**src/rtl/fft_pkg.sv**
```systemverilog
// Shared types and defaults for the fft frame sequencer.
package fft_pkg;

  localparam int unsigned FFT_BIT_WIDTH   = 16;
  localparam int unsigned FFT_N           = 9;
  localparam int unsigned FFT_RD_LAT      = 1;
  localparam int unsigned FFT_TIMEOUT_CYC = 8192;
  localparam int unsigned FFT_POINTS      = 1 << FFT_N;

  // Complex result word: real part in the upper half.
  typedef logic [2*FFT_BIT_WIDTH-1:0] cmplx_t;

  typedef enum logic [2:0] {
    StIdle,
    StLoad,
    StLaunch,
    StWait,
    StRdAddr,
    StRdWait,
    StPresent
  } seq_state_t;

endpackage

```
**src/rtl/fft_frame_sequencer_if.sv**
```systemverilog
// Sample input stream and bin output stream of the fft frame sequencer.
interface fft_frame_sequencer_if #(
  parameter int unsigned BIT_WIDTH = 16,
  parameter int unsigned N         = 9
);
  logic                   s_valid;
  logic [BIT_WIDTH-1:0]   s_data;
  logic                   s_ready;
  logic                   m_valid;
  logic                   m_ready;
  logic [N-1:0]           m_idx;
  logic [2*BIT_WIDTH-1:0] m_data;
  logic                   m_last;

  modport master (
    input  s_valid, s_data, m_ready,
    output s_ready, m_valid, m_idx, m_data, m_last
  );

  modport slave (
    output s_valid, s_data, m_ready,
    input  s_ready, m_valid, m_idx, m_data, m_last
  );
endinterface

```
**src/rtl/fft_bin_out_reg.sv**
```systemverilog
// Holding register for one result bin with valid/ready handshake and last-bin decode.
// FFT_HALF_SPECTRUM_EN moves the last bin from 2^N-1 to 2^(N-1).
module fft_bin_out_reg
  import fft_pkg::*;
#(
  parameter int unsigned BIT_WIDTH = FFT_BIT_WIDTH,
  parameter int unsigned N         = FFT_N
) (
  input  logic                   clk,
  input  logic                   reset,
  input  logic                   load,
  input  logic [N-1:0]           load_idx,
  input  logic [2*BIT_WIDTH-1:0] load_data,
  input  logic                   m_ready,
  output logic                   m_valid,
  output logic [N-1:0]           m_idx,
  output logic [2*BIT_WIDTH-1:0] m_data,
  output logic                   m_last
);

`ifdef FFT_HALF_SPECTRUM_EN
  localparam logic [N-1:0] LastBin = {1'b1, {(N-1){1'b0}}};
`else
  localparam logic [N-1:0] LastBin = '1;
`endif

  always_ff @(posedge clk) begin
    if (!reset) begin
      m_valid <= 1'b0;
      m_idx   <= '0;
      m_data  <= '0;
      m_last  <= 1'b0;
    end else if (load) begin
      m_valid <= 1'b1;
      m_idx   <= load_idx;
      m_data  <= load_data;
      m_last  <= (load_idx == LastBin);
    end else if (m_valid && m_ready) begin
      m_valid <= 1'b0;
    end
  end

endmodule

```
**src/rtl/fft_frame_sequencer.sv**
```systemverilog
// Frame controller for the fft core: loads 2^N samples, launches, waits with a watchdog,
// then streams result bins out. FFT_HALF_SPECTRUM_EN (in fft_bin_out_reg) halves the readout.
module fft_frame_sequencer
  import fft_pkg::*;
#(
  parameter int unsigned BIT_WIDTH   = FFT_BIT_WIDTH,
  parameter int unsigned N           = FFT_N,
  parameter int unsigned RD_LAT      = FFT_RD_LAT,
  parameter int unsigned TIMEOUT_CYC = FFT_TIMEOUT_CYC
) (
  input  logic                   clk,
  input  logic                   reset,
  input  logic                   enable,
  fft_frame_sequencer_if.master  bus,
  output logic                   fft_load,
  output logic [N-1:0]           add_rd,
  output logic [BIT_WIDTH-1:0]   din,
  output logic                   fft_start,
  input  logic                   fft_done,
  input  logic [2*BIT_WIDTH-1:0] dout,
  output logic                   busy,
  output logic                   timeout_err,
  output logic [15:0]            frame_cnt
);

  localparam int unsigned WdW  = $clog2(TIMEOUT_CYC + 1);
  localparam int unsigned LatW = $clog2(RD_LAT + 1);
  localparam logic [WdW-1:0]  WdLast  = WdW'(TIMEOUT_CYC - 1);
  localparam logic [LatW-1:0] LatLast = LatW'(RD_LAT - 1);

  seq_state_t      state_q;
  logic [N-1:0]    idx_q;  // sample count while loading, bin index while reading
  logic [WdW-1:0]  wd_q;
  logic [LatW-1:0] lat_q;
  logic            capture;

  assign bus.s_ready = (state_q == StLoad);
  assign busy        = (state_q != StIdle);
  assign capture     = (state_q == StRdWait) && (lat_q == LatLast);

  always_ff @(posedge clk) begin
    if (!reset) begin
      state_q     <= StIdle;
      idx_q       <= '0;
      wd_q        <= '0;
      lat_q       <= '0;
      fft_load    <= 1'b0;
      add_rd      <= '0;
      din         <= '0;
      fft_start   <= 1'b0;
      timeout_err <= 1'b0;
      frame_cnt   <= '0;
    end else begin
      fft_load  <= 1'b0;
      fft_start <= 1'b0;
      unique case (state_q)
        StIdle: begin
          idx_q <= '0;
          if (enable) state_q <= StLoad;
        end
        StLoad: begin
          if (bus.s_valid) begin
            fft_load <= 1'b1;
            add_rd   <= idx_q;
            din      <= bus.s_data;
            idx_q    <= idx_q + 1'b1;
            if (idx_q == '1) state_q <= StLaunch;
          end
        end
        StLaunch: begin
          fft_start <= 1'b1;
          wd_q      <= '0;
          state_q   <= StWait;
        end
        StWait: begin
          // Completion takes priority over a coincident watchdog expiry.
          if (fft_done) begin
            idx_q   <= '0;
            add_rd  <= '0;
            state_q <= StRdAddr;
          end else if (wd_q == WdLast) begin
            timeout_err <= 1'b1;
            state_q     <= StIdle;
          end else begin
            wd_q <= wd_q + 1'b1;
          end
        end
        StRdAddr: begin
          lat_q   <= '0;
          state_q <= StRdWait;
        end
        StRdWait: begin
          if (capture) state_q <= StPresent;
          else         lat_q   <= lat_q + 1'b1;
        end
        StPresent: begin
          if (bus.m_valid && bus.m_ready) begin
            if (bus.m_last) begin
              frame_cnt <= frame_cnt + 1'b1;
              idx_q     <= '0;
              state_q   <= enable ? StLoad : StIdle;
            end else begin
              idx_q   <= idx_q + 1'b1;
              add_rd  <= idx_q + 1'b1;
              state_q <= StRdAddr;
            end
          end
        end
        default: state_q <= StIdle;
      endcase
    end
  end

  fft_bin_out_reg #(
    .BIT_WIDTH (BIT_WIDTH),
    .N         (N)
  ) u_bin_out (
    .clk       (clk),
    .reset     (reset),
    .load      (capture),
    .load_idx  (idx_q),
    .load_data (dout),
    .m_ready   (bus.m_ready),
    .m_valid   (bus.m_valid),
    .m_idx     (bus.m_idx),
    .m_data    (bus.m_data),
    .m_last    (bus.m_last)
  );

endmodule

```
**src/flat_wrapper.sv**
```systemverilog
// flat-port wrapper written by rule: the top's interface ports become plain ports
module fft_frame_sequencer_flat import fft_pkg::*;
#(
  parameter int unsigned BIT_WIDTH   = FFT_BIT_WIDTH,
  parameter int unsigned N           = FFT_N,
  parameter int unsigned RD_LAT      = FFT_RD_LAT,
  parameter int unsigned TIMEOUT_CYC = FFT_TIMEOUT_CYC
)
  (clk, reset, enable, fft_load, add_rd, din, fft_start, fft_done, dout, busy, timeout_err, frame_cnt, bus_s_valid, bus_s_data, bus_m_ready, bus_s_ready, bus_m_valid, bus_m_idx, bus_m_data, bus_m_last);
  fft_frame_sequencer_if #(.BIT_WIDTH(BIT_WIDTH), .N(N)) bus_i ();
  input  logic clk;
  input  logic reset;
  input  logic enable;
  output logic fft_load;
  output logic [N-1:0] add_rd;
  output logic [BIT_WIDTH-1:0] din;
  output logic fft_start;
  input  logic fft_done;
  input  logic [2*BIT_WIDTH-1:0] dout;
  output logic busy;
  output logic timeout_err;
  output logic [15:0] frame_cnt;
  input wire logic [$bits(bus_i.s_valid)-1:0] bus_s_valid;
  input wire logic [$bits(bus_i.s_data)-1:0] bus_s_data;
  input wire logic [$bits(bus_i.m_ready)-1:0] bus_m_ready;
  output wire logic [$bits(bus_i.s_ready)-1:0] bus_s_ready;
  output wire logic [$bits(bus_i.m_valid)-1:0] bus_m_valid;
  output wire logic [$bits(bus_i.m_idx)-1:0] bus_m_idx;
  output wire logic [$bits(bus_i.m_data)-1:0] bus_m_data;
  output wire logic [$bits(bus_i.m_last)-1:0] bus_m_last;
  assign bus_i.s_valid = bus_s_valid;
  assign bus_i.s_data = bus_s_data;
  assign bus_i.m_ready = bus_m_ready;
  assign bus_s_ready = bus_i.s_ready;
  assign bus_m_valid = bus_i.m_valid;
  assign bus_m_idx = bus_i.m_idx;
  assign bus_m_data = bus_i.m_data;
  assign bus_m_last = bus_i.m_last;
  fft_frame_sequencer #(.BIT_WIDTH(BIT_WIDTH), .N(N), .RD_LAT(RD_LAT), .TIMEOUT_CYC(TIMEOUT_CYC)) u_core (.clk(clk), .reset(reset), .enable(enable), .bus(bus_i), .fft_load(fft_load), .add_rd(add_rd), .din(din), .fft_start(fft_start), .fft_done(fft_done), .dout(dout), .busy(busy), .timeout_err(timeout_err), .frame_cnt(frame_cnt));
endmodule
```
**config.mk**
```make
export PLATFORM = sky130hd
export DESIGN_NAME = fft_frame_sequencer_flat
export DESIGN_NICKNAME = d
export VERILOG_FILES = /design/src/rtl/fft_pkg.sv /design/src/rtl/fft_frame_sequencer_if.sv /design/src/rtl/fft_bin_out_reg.sv /design/src/rtl/fft_frame_sequencer.sv /design/src/flat_wrapper.sv
export SDC_FILE = /design/constraint.sdc
export NUM_CORES = 1
export LEC_CHECK = 0
export BUFFER_PORTS_ARGS = -buffer_cell sky130_fd_sc_hd__buf_2
export CAP_MARGIN = 20
export CORE_MARGIN = 5
export CORE_UTILIZATION = 45
export CTS_CLUSTER_DIAMETER = 40
export DETAILED_ROUTE_END_ITERATION = 10
export PLACE_DENSITY = 0.71
export REMOVE_ABC_BUFFERS = 1
export SLEW_MARGIN = 20
export SYNTH_ARGS = -nofsm -noshare
export SYNTH_HDL_FRONTEND = slang
export SYNTH_SLANG_ARGS = --single-unit
export TNS_END_PERCENT = 100
```
**constraint.sdc**
```tcl
create_clock -name clk -period 4.4 [get_ports clk]
set_input_delay 0.22 -clock clk [delete_from_list [all_inputs] [get_ports clk]]
set_output_delay 0.22 -clock clk [all_outputs]
set_load 0.01 [all_outputs]
```
After elaboration in Yosys (flattened, before gate mapping)
Cells that the tools add are included.
Widths: inputs -> output; s select.
{"block": "classes", "n_mul": 0, "n_eq_ne": 19, "n_shift": 0, "div_mod_pow": 0, "order_cmp": 0, "bitwise": 2, "muxes": 28, "reduce_logical": 18, "add_sub_neg": 4}
{"operator": "$mux 9", "n": 7}
{"operator": "$pmux 9 s4", "n": 1}
{"operator": "$mux 14", "n": 2}
{"operator": "$pmux 14 s2", "n": 1}
{"operator": "$pmux 9 s3", "n": 1}
{"operator": "$mux 3", "n": 8}
{"operator": "$pmux 3 s7", "n": 1}
{"operator": "$add 16x1->16 const B", "n": 1}
{"operator": "$add 14x1->14 const B", "n": 1}
{"operator": "$eq 14x13->1 const B", "n": 1}
{"operator": "$ne 2x2->1 const B", "n": 7}
{"operator": "$add 9x1->9 const B", "n": 1}
{"operator": "$eq 3x3->1 const B", "n": 3}
{"operator": "$eq 9x9->1 const B", "n": 1}
{"operator": "$reduce_and 3->1", "n": 3}
{"operator": "$eq 3x2->1 const B", "n": 2}
{"operator": "$mux 1", "n": 6}
{"operator": "$ne 2x1->1 const B", "n": 3}
{"operator": "$reduce_and 2->1", "n": 3}
{"operator": "$reduce_and 6->1", "n": 1}
{"operator": "$reduce_bool 2->1", "n": 3}
{"operator": "$reduce_bool 3->1", "n": 2}
{"operator": "$reduce_and 5->1", "n": 1}
{"operator": "$reduce_and 4->1", "n": 1}
{"operator": "other kinds (8)", "n": 10}
{"block": "totals", "input_bits": 54, "rom_bits": 0, "register_bits": 114, "elab_cells": 85, "latchBits": 0, "memories": 0, "mem_bits_rw": 0}

Depth between registers and ports, before layout
Gate-level depths: netlist of run 1.
{"block": "logic_depth", "ltp_word": 4, "depth_mapped": 8}

Cells and area by module
A second synthesis of run 1 with hierarchy kept.
{"block": "unflattened", "hier_cells": 554, "hier_area_um2": 5048.6}
{"mod": "fft_frame_sequencer", "instances": 1, "cells_per_inst": 412, "seq_area_each_um2": 1421.4, "area_per_inst_um2": 3422.0}
{"mod": "fft_bin_out_reg", "instances": 1, "cells_per_inst": 142, "seq_area_each_um2": 860.8, "area_per_inst_um2": 1626.6}

Worst setup path before layout of run 1
No wires, ideal clock.
{"block": "synth_path", "path_type": "flip-flop to flip-flop", "from": "reg u_core.u_bin_out.m_last", "to": "reg u_core.frame_cnt[15]", "path_stages_with_launch": 6, "slack_ns": 2.587, "required_time_ns": 4.330, "period_less_slack_ns": 1.813, "arrival_ns": 1.742, "path_cell_list": "dfxtp_1 -> nand3_1 -> or3_1 -> buf_2 -> or4_1 -> a21oi_1"}
{"block": "synth_via", "elab_chain_len": 1}
{"element": "from (decl)", "line": "fft_bin_out_reg.sv:18", "rtl": "output logic m_last"}
{"element": "from (signal assigned)", "line": "fft_bin_out_reg.sv:37", "rtl": "m_last <= (load_idx == LastBin);"}
{"element": "$reduce_and 3->1 (no source line)"}
{"element": "to (signal assigned)", "line": "fft_frame_sequencer.sv:99", "rtl": "frame_cnt <= frame_cnt + 1'b1;"}
{"element": "to (decl)", "line": "fft_frame_sequencer.sv:23", "rtl": "output logic [15:0] frame_cnt"}
Every way passes these cells.
A chain may end at the register's enable or synchronous reset.

Worst setup path after layout of run 1
{"block": "layout_path", "from": "reg u_core.state_q[2]", "to": "reg u_core.frame_cnt[12]"}
{"block": "layout_via", "elab_chain_len": 2}
{"element": "from (decl)", "line": "fft_frame_sequencer.sv:31", "rtl": "seq_state_t state_q;"}
{"element": "from (signal assigned)", "line": "fft_frame_sequencer.sv:43", "rtl": "state_q <= StIdle;"}
{"element": "from (signal assigned)", "line": "fft_frame_sequencer.sv:59", "rtl": "if (enable) state_q <= StLoad;"}
{"element": "from (signal assigned)", "line": "fft_frame_sequencer.sv:67", "rtl": "if (idx_q == '1) state_q <= StLaunch;"}
{"element": "$eq 3x3->1", "line": "fft_frame_sequencer.sv:56", "rtl": "unique case (state_q)"}
{"element": "$reduce_and 3->1 (no source line)"}
Every way passes these cells.

==> results.md, run 1 <==
- Post-CTS setup buffer count: 0
- Pre-CTS WS: 2.00 ns
- Final setup viols: 0
- # nets final: 842
- Reg2reg start: u_core.state_q[2]$_SDFFE_PN0P_
- Area of the mapped netlist: 4910 um^2
- DRT iter0 DRCs: 385
- Clock slew at reported path FFs: 0.05 ns
- GP Congestion: 0.880
- IO buf count: 142
- Via Count: 5068
- IR Drop Worst-Case VDD: 0.000297 V
- Outcome: complete, no violations
- CP Launch Type: register
- Main synth FF type: dfxtp_1
- Highest clock rate: 406 MHz
- Via/cell ratio: 5.41
- Yosys reg bits: 114
- Die width: 114 um
- Share of cells above drive strength 1: 24.2%
- Antenna Nets Post-Route: 0
- Final cycle utilization of the critical path: 55.9%
- Fin. Hold Viols: 0
- Rel. slew slack: 37.8%
- Depth of the CTS H-tree: 4
- Yosys warning count: 0
- Fillers: 902
- Largest net degree at the start of global routing: 65
- HP Start: bus_m_ready
- Fin util: 62.7%
- Detail Placement HPWL: 9380 um
- WL/cell: 15.2 um
- Final setup TNS: 0 ns
- Post-synth EDFFs: 0
- 1st-pass router iterations: 5
- Leakage power: 2.68 nW
- Max-cap violations: 0
- Clk buf depth: 2
- Vert. Die Dim: 114 um
- Worst EP arrival: 2.88 ns
- Vias in the first global route: 4603
- Unrepaired setup endpoints after global routing: false
- Global-route wire length before repair: 22500 um
- Worst setup EP type: register
- Drt drc: 0
- Worst Hold Class: in2reg
- Synth cell types: 52
- Sequential-to-total area share from yosys stat: 46.4%
- Clock sinks: 114
- Final Max Slew Viols: 0
- Overflow left after global routing: 0
- Initial Utilization: 45.5%
- Syn_area_per_cell: 8.03 um^2
- Largest fanout on the critical path: 20
- Power Density: 455 nW/um^2
- Slew @ Worst Pin: 0.926 ns
- Most frequent cells in the layout: nand2_1, buf_2, dfxtp_1
- CP Launch Point: u_core.state_q[2]$_SDFFE_PN0P_
- Diode count: 0
- Tmin final: 2.46 ns
- Global Route Usage Sum: 21.4%
- Post-Synthesis Cells: 612
- Post-synth ARST share: 0%
- Area Overhead vs Synth: 37.8%
- Die ar.: 13100 um^2
- CP required: 4.82 ns
- # IOs: 143
- CTS tree: yes
- Initial antenna violation count: 0
- Cell Rows: 38
- Worst setup margin: 1.94 ns
- CTS Buf Count: 17
- Root Driver: clkbuf_8
- Post-Route Skew: 0.00765 ns
- Core area: 10800 um^2
- Clock latency at the later pin of the worst-skew pair: 0.53 ns
- Hold WS: 0.0485 ns
- Area occupied by registers: 2280 um^2
- Critical path class: reg2reg
- Final Instance Area: 6770 um^2
- Post-Route WL: 14300 um
- Placed inst area: 5680 um^2
- Multi-input logic area: 2400 um^2
routing by layer:
| layer | track usage (%) | wire (um) | part of all wire [%] | vias to the layer above |
|---|---|---|---|---|
| met4 | 10.8 | 427 | 3.0 | 0 |
| met1 | 25.7 | 6070 | 42 | 2358 |
| li1 | - | - | - | 2518 |
| met2 | 34.9 | 6910 | 48 | 159 |
| met5 | 0 | 0 | 0 | - |
| met3 | 5.87 | 876 | 6.1 | 33 |
worst max-delay path: stages, from the launching register on:
cell      delay [ns]
dfxtp_1         0.72
nand3b_2        0.37
or3_1           0.58
or4_1           0.51
a21oi_1         0.17
power by group:
group / internal (W) / total, W / switching, W
sequential: 0.00110 / 0.00116 / 0.0000626
combinational: 0.000225 / 0.000531 / 0.000307
clock: 0.000906 / 0.00139 / 0.000479
worst paths after layout:
kind                                            to  slack (ns)  depth (start not counted)
max              u_core.frame_cnt[12]$_SDFFE_PN0P_        1.94                          4
min          u_core.u_bin_out.m_valid$_SDFFE_PN0P_        0.05                          3
max reg2reg      u_core.frame_cnt[12]$_SDFFE_PN0P_        1.94                          4
min reg2reg              u_core.lat_q$_SDFFE_PN0P_        0.43                          2
cells in the mapped netlist, types with 9 or more instances:
library cell	n	area share, %
a21oi_1	94	9.6
buf_2	10	1.0
clkbuf_1	32	2.4
dfxtp_1	114	46
inv_1	15	1.1
nand2_1	143	11
nand3_1	22	2.2
nor2_1	16	1.2
nor4_1	9	1.1
o21ai_0	16	1.6
o31ai_1	18	2.8
or3_1	11	1.4
or4_1	16	2.4
xnor2_1	10	1.8
state kept, by name, summed over array words and instances (netlist names):
signal,cells
u_core.din,16
u_core.wd_q,14
u_core.state_q,3
u_core.u_bin_out.m_last,1
u_core.fft_start,1
u_core.u_bin_out.m_data,32
u_core.fft_load,1
u_core.u_bin_out.m_idx,9
u_core.u_bin_out.m_valid,1
u_core.frame_cnt,16
u_core.timeout_err,1
u_core.add_rd,9
u_core.lat_q,1
u_core.idx_q,9
kinds of logic after synthesis:
family,count (synthesis),synth area share [%]
and+or+nand+nor,260,25.7
buffers and inverters,59,4.79
adders and majority gates,4,1.02
DFF,114,46.4
muxes,4,0.840
xor gates and xnor gates,10,1.78
AOI/OAI and AO/OA,161,19.4
through the flow:
| stage | power (W) | instances |
|---|---|---|
| after floorplan | 0.00147 | 568 |
| after CTS | 0.00311 | 937 |
| final | 0.00308 | 937 |
| after detailed placement | 0.00168 | 857 |
| after global routing | 0.00322 | 937 |
| after global placement | 0.00166 | 856 |
timing repair:
item,4_1_cts,5_1_grt
resized for setup,0,0
hold buffers,48,0
endpoints found under the hold margin,48,0
setup endpoints to repair,0,0
final cells by class:
cell class | count | area share, %
clock buffer | 20 | 6.73
inverter | 15 | 0.850
clock inverter | 12 | 2.31
timing repair buffer | 197 | 18.3
tap | 140 | 2.59
sequential | 114 | 33.7
multi-input combinational | 439 | 35.5
Note: power is estimated with default switching activity, not from simulation.
==> inputs of run 2 (changes only) <==
clock period = 2.4 ns   (was 4.4 ns; I/O delays follow)
==> results.md, run 2 (synthesis gave the netlist of run 1 again) <==
- Comb pwr share: 17.0%
- Max-cap violations: 0
- Tmin final: 2.19 ns
- Clk buf depth: 2
- Final Max Slew Viols: 0
- Biggest register: u_core.u_bin_out.m_data
- Fin cells: 946
- Largest fanout on the critical path: 17
- Rel. slew slack: 64.6%
- Vias in the first global route: 4724
- Fillers: 879
- Initial Utilization: 45.5%
- Net Sw Frac: 25.6%
- Placed cell count: 864
- Post-Route Skew: 0.0221 ns
- Antenna Nets Post-Route: 0
- Cell Rows: 38
- Leakage power: 2.75 nW
- 1st-pass router iterations: 5
- Via/cell ratio: 5.40
- IO buf count: 142
- Most frequent cells in the layout: nand2_1, buf_2, dfxtp_1
- GP Congestion: 0.867
- Reg2reg start: u_core.state_q[1]$_SDFFE_PN0P_
- Critical path class: reg2reg
- CP Launch Point: u_core.state_q[1]$_SDFFE_PN0P_
- Vert. Die Dim: 114 um
- Int Pwr: 0.00439 W
- Die ar.: 13100 um^2
- Global-route wire length before repair: 22600 um
- # IOs: 143
- Unrepaired setup endpoints after global routing: false
- Switch Pwr: 0.00151 W
- Final Instance Area: 6880 um^2
- IR Drop Worst-Case VDD: 0.000410 V
- Slew @ Worst Pin: 0.531 ns
- WL/cell: 15.0 um
- Area occupied by registers: 2280 um^2
- Total chip power: 0.00591 W
- Placed inst area: 5730 um^2
- Clock share of power: 47.1%
- Clock latency at the later pin of the worst-skew pair: 0.52 ns
- Final setup TNS: 0 ns
- Final setup viols: 0
- Depth of the CTS H-tree: 4
- Core area: 10800 um^2
- Sequential power share: 35.9%
- Multi-input logic area: 2400 um^2
- Post-CTS setup buffer count: 0
- Drt drc: 0
- HP Start: reset
- Final cycle utilization of the critical path: 91.2%
- CTS Buf Count: 17
- CTS tree: yes
- # nets final: 850
- DRT iter0 DRCs: 463
- Largest register FFs: 32
- Clock slew at reported path FFs: 0.06 ns
- Worst Hold Class: in2reg
- Clock sinks: 114
- Detail Placement HPWL: 9300 um
- Outcome: complete, no violations
- Power Density: 858 nW/um^2
- CP Launch Type: register
- Overflow left after global routing: 0
- Worst EP arrival: 2.63 ns
- Share of cells above drive strength 1: 24.5%
- Via Count: 5105
- Top Registers: u_core.u_bin_out.m_data x32, u_core.din x16, u_core.frame_cnt x16
- Most common cell after layout, fill and taps aside: nand2_1
- CP required: 2.84 ns
- Post-Route WL: 14200 um
- Highest clock rate: 457 MHz
- Initial antenna violation count: 0
- Root Driver: clkbuf_8
- Area Overhead vs Synth: 40.0%
- Worst setup EP type: register
- Fin. Hold Viols: 0
- Hold WS: 0.0347 ns
- Largest net degree at the start of global routing: 43
- Die width: 114 um
- Global Route Usage Sum: 21.2%
[run 2: worst max-delay path, stage by stage (launching register included)]
cell      delay (ns)
dfxtp_1         0.63
nand3b_2        0.28
or3_1           0.56
or4_1           0.50
a21oi_1         0.14
[run 2: stage by stage]
| stage | util (%) | setup WS [ns] |
|---|---|---|
| 5_1_grt | 63.7 | 0.0732 |
| 3_5_place_dp | 53.1 | 0.263 |
| 4_1_cts | 63.7 | 0.247 |
| 6_report | 63.7 | 0.212 |
| 3_3_place_gp | 53.1 | 0.306 |
| 2_1_floorplan | - | -0.846 |
[run 2: area by class of cell]
| class | count | share of cell area, % |
|---|---|---|
| antenna | 1 | 0.0364 |
| clock buffer | 22 | 6.58 |
| clock inverter | 10 | 2.96 |
| inverter | 15 | 0.818 |
| multi-input combinational | 439 | 34.9 |
| sequential | 114 | 33.2 |
| tap | 140 | 2.55 |
| timing repair buffer | 205 | 19.0 |
[run 2: worst paths after layout]
check / end / slack, ns / cells past startpoint
worst max-delay path: u_core.frame_cnt[15]$_SDFFE_PN0P_ / 0.21 / 4
worst min-delay path: u_core.lat_q$_SDFFE_PN0P_ / 0.03 / 3
worst max register to register: u_core.frame_cnt[15]$_SDFFE_PN0P_ / 0.21 / 4
worst min register to register: u_core.lat_q$_SDFFE_PN0P_ / 0.43 / 2
[run 2: what timing repair did]
action | in CTS | in global routing
hold buffers | 49 | 0
resized for setup | 0 | 0
endpoints found under the hold margin | 49 | 0
[run 2: metal layers]
metal	vias to the layer above	track usage (%)	routed length [um]
li1	2533	-	-
met1	2356	25.9	5950
met2	194	34.9	6990
met3	22	5.39	955
met4	0	10.1	286
met5	-	0	0
[run 2: power groups by stage]
stage	Combinational [W]	Sequential, W	Clock (W)
global route	0.00111	0.00213	0.00292
finish	0.00101	0.00212	0.00278
CTS	0.00101	0.00211	0.00283
detailed placement	0.000938	0.00215	0
floorplan	0.000510	0.00219	0
global placement	0.000927	0.00215	0
==> inputs of run 3 (changes only) <==
SYNTH_HIERARCHICAL = 1   (was default)
==> results.md, run 3 <==
- Met1 Use GR: 25.2%
- Power Density: 830 nW/um^2
- Outcome: complete, no violations
- Post-synth EDFFs: 0
- Unrepaired setup endpoints after global routing: false
- CTS tree: yes
- Detail Placement HPWL: 9150 um
- Post-CTS setup buffer count: 0
- Yosys warning count: 6
- Via/cell ratio: 5.45
- GP Congestion: 0.844
- Worst Hold Class: in2reg
- Placed inst area: 5940 um^2
- Diode count: 0
- Fin util: 64.0%
- Post-Synthesis Cells: 554
- Leakage power: 2.76 nW
- WHS Path Cells: 3
- Yosys reg bits: 114
- Largest net degree at the start of global routing: 63
- Busiest layer in global routing: met2
- Post-Route WL: 14100 um
- Cells on worst reg2reg path: 5
- Largest register FFs: 32
- Biggest register: u_core/u_bin_out/m_data
- Final Max Slew Viols: 0
- R2r endpoint: u_core/u_bin_out/m_data[24]$_SDFFE_PN0P_
- Max-cap violations: 0
- Die width: 116 um
- Vias in the first global route: 4733
- Hold Path Sink: u_core/u_bin_out/m_data[9]$_SDFFE_PN0P_
- # IOs: 143
- Post-synth top cells: dfxtp_1, nand2_1, a21oi_1
- Syn_area_per_cell: 9.11 um^2
- Fin. Hold Viols: 0
- Hold WS: 0.00937 ns
- Top post-synthesis cells by area: dfxtp_1, mux2i_1, nor2b_1
- Placed cell count: 821
- Sequential-to-total area share from yosys stat: 45.2%
- Cell Rows: 38
- Overflow left after global routing: 0
- Final Instance Area: 6990 um^2
- 1st-pass router iterations: 5
- Initial antenna violation count: 0
- Synth cell types: 60
- Slew @ Worst Pin: 0.790 ns
- DRT iter0 DRCs: 450
- Most frequent cells in the layout: buf_2, dfxtp_1, nand2_1
- Area Overhead vs Synth: 38.5%
- CP required: 2.69 ns
- Area of the mapped netlist: 5050 um^2
- CTS Buf Count: 17
- Initial Utilization: 46.2%
- CP Launch Type: register
- Clock slew at reported path FFs: 0.05 ns
- Fillers: 895
- Largest area contributor in the netlist: dfxtp_1
- Vert. Die Dim: 116 um
- Worst EP arrival: 2.33 ns
- # nets final: 803
- Top Registers: u_core/u_bin_out/m_data x32, u_core/din x16, u_core/frame_cnt x16
- Largest fanout on the critical path: 21
- Core area: 10900 um^2
- Main synth FF type: dfxtp_1
- Top cell type's share of synthesized area: 45.2%
- Highest clock rate: 491 MHz
- WL/cell: 15.7 um
- Critical path class: reg2reg
- Post-cts sizing count: 0
- Met2 usage in global routing: 34.5%
- Global-route wire length before repair: 22400 um
- Tmin final: 2.04 ns
- IR Drop Worst-Case VDD: 0.000549 V
- Reg2reg start: u_core/state_q[0]$_SDFFE_PN0P_
- Die ar.: 13400 um^2
- Final setup TNS: 0 ns
- Most common cell after layout, fill and taps aside: buf_2
- Clk buf depth: 2
- Root Driver: clkbuf_16
- Via Count: 4893
- R2R Setup Slk: 0.36 ns
- IO buf count: 142
- Worst setup EP type: register
- Global Route Usage Sum: 20.7%
- Final cycle utilization of the critical path: 84.9%
- Clock sinks: 114
- Post-Route Skew: 0.00736 ns
- Rel. slew slack: 47.3%
- HP Start: dout[9]
- Share of cells above drive strength 1: 26.8%
- Drt drc: 0
- Clock latency at the later pin of the worst-skew pair: 0.41 ns
- Top-count cell post-synth: dfxtp_1
- Antenna Nets Post-Route: 0
- Met3 Use GR: 5.38%
- Depth of the CTS H-tree: 4
- Post-synth ARST share: 0%
- Fin cells: 898
- Final setup viols: 0
[run 3: worst max-delay path, cell delays in order, from the launching register on]
cell	delay, ns
dfxtp_1	0.49
buf_4	0.22
nor4bb_4	0.43
buf_4	0.40
mux2i_1	0.29
nor2b_1	0.07
[run 3: worst max path at each step]
| stage | cells past startpoint | endpoint | start |
|---|---|---|---|
| 2_1_floorplan | 4 | u_core/u_bin_out/m_last$_SDFFE_PN0P_ | u_core/state_q[2]$_SDFFE_PN0P_ |
| 3_3_place_gp | 4 | u_core/idx_q[6]$_SDFFE_PN0P_ | u_core/state_q[0]$_SDFFE_PN0P_ |
| 3_5_place_dp | 5 | u_core/u_bin_out/m_data[13]$_SDFFE_PN0P_ | u_core/state_q[0]$_SDFFE_PN0P_ |
| 4_1_cts | 5 | u_core/u_bin_out/m_data[13]$_SDFFE_PN0P_ | u_core/state_q[0]$_SDFFE_PN0P_ |
| 5_1_grt | 5 | u_core/din[5]$_SDFFE_PN0P_ | u_core/state_q[0]$_SDFFE_PN0P_ |
| 6_report | 5 | u_core/u_bin_out/m_data[24]$_SDFFE_PN0P_ | u_core/state_q[0]$_SDFFE_PN0P_ |
[run 3: cells by family (layout without fill, tap and decap cells)]
family,after synthesis,count (layout),synth area share (%)
flip-flops,114,114,45.2
adder cells (fa/ha/maj),4,4,0.991
AND/OR/NAND/NOR,212,212,23.5
AO/OA/AOI/OAI,122,122,15.3
multiplexers,45,45,8.95
buffers and inverters,47,251,4.29
XOR/XNOR,10,10,1.73
[run 3: area by class of cell]
cell class	count	area, um^2	share of cell area [%]
Multi-Input combinational cell	393	2560	36.7
Sequential cell	114	2280	32.6
Timing Repair Buffer	206	1320	18.8
Clock buffer	23	478	6.83
Tap cell	140	175	2.50
Clock inverter	9	129	1.84
Inverter	13	48.8	0.698
[run 3: through the flow]
stage          total power, W  worst slack (ns)
5_1_grt               0.00604             0.259
4_1_cts               0.00583             0.415
6_report              0.00581             0.362
3_5_place_dp          0.00320             0.427
2_1_floorplan         0.00275             -4.87
3_3_place_gp          0.00317             0.487
[run 3: layer usage]
layer | vias up | share of wire, %
li1 | 2375 | -
met1 | 2293 | 42
met2 | 196 | 49
met3 | 29 | 6.6
met4 | 0 | 2.1
met5 | - | 0
[run 3: report_power, final]
group | total [W] | internal [W] | switching, W
logic | 0.00110 | 0.000490 | 0.000615
clock network | 0.00257 | 0.00171 | 0.000860
registers | 0.00213 | 0.00203 | 0.000107
total | 0.00581 | 0.00423 | 0.00158
[run 3: what timing repair did]
action                     CTS  global route
setup endpoints to repair    0             0
hold endpoints to repair    45             0
hold buffers                45             0
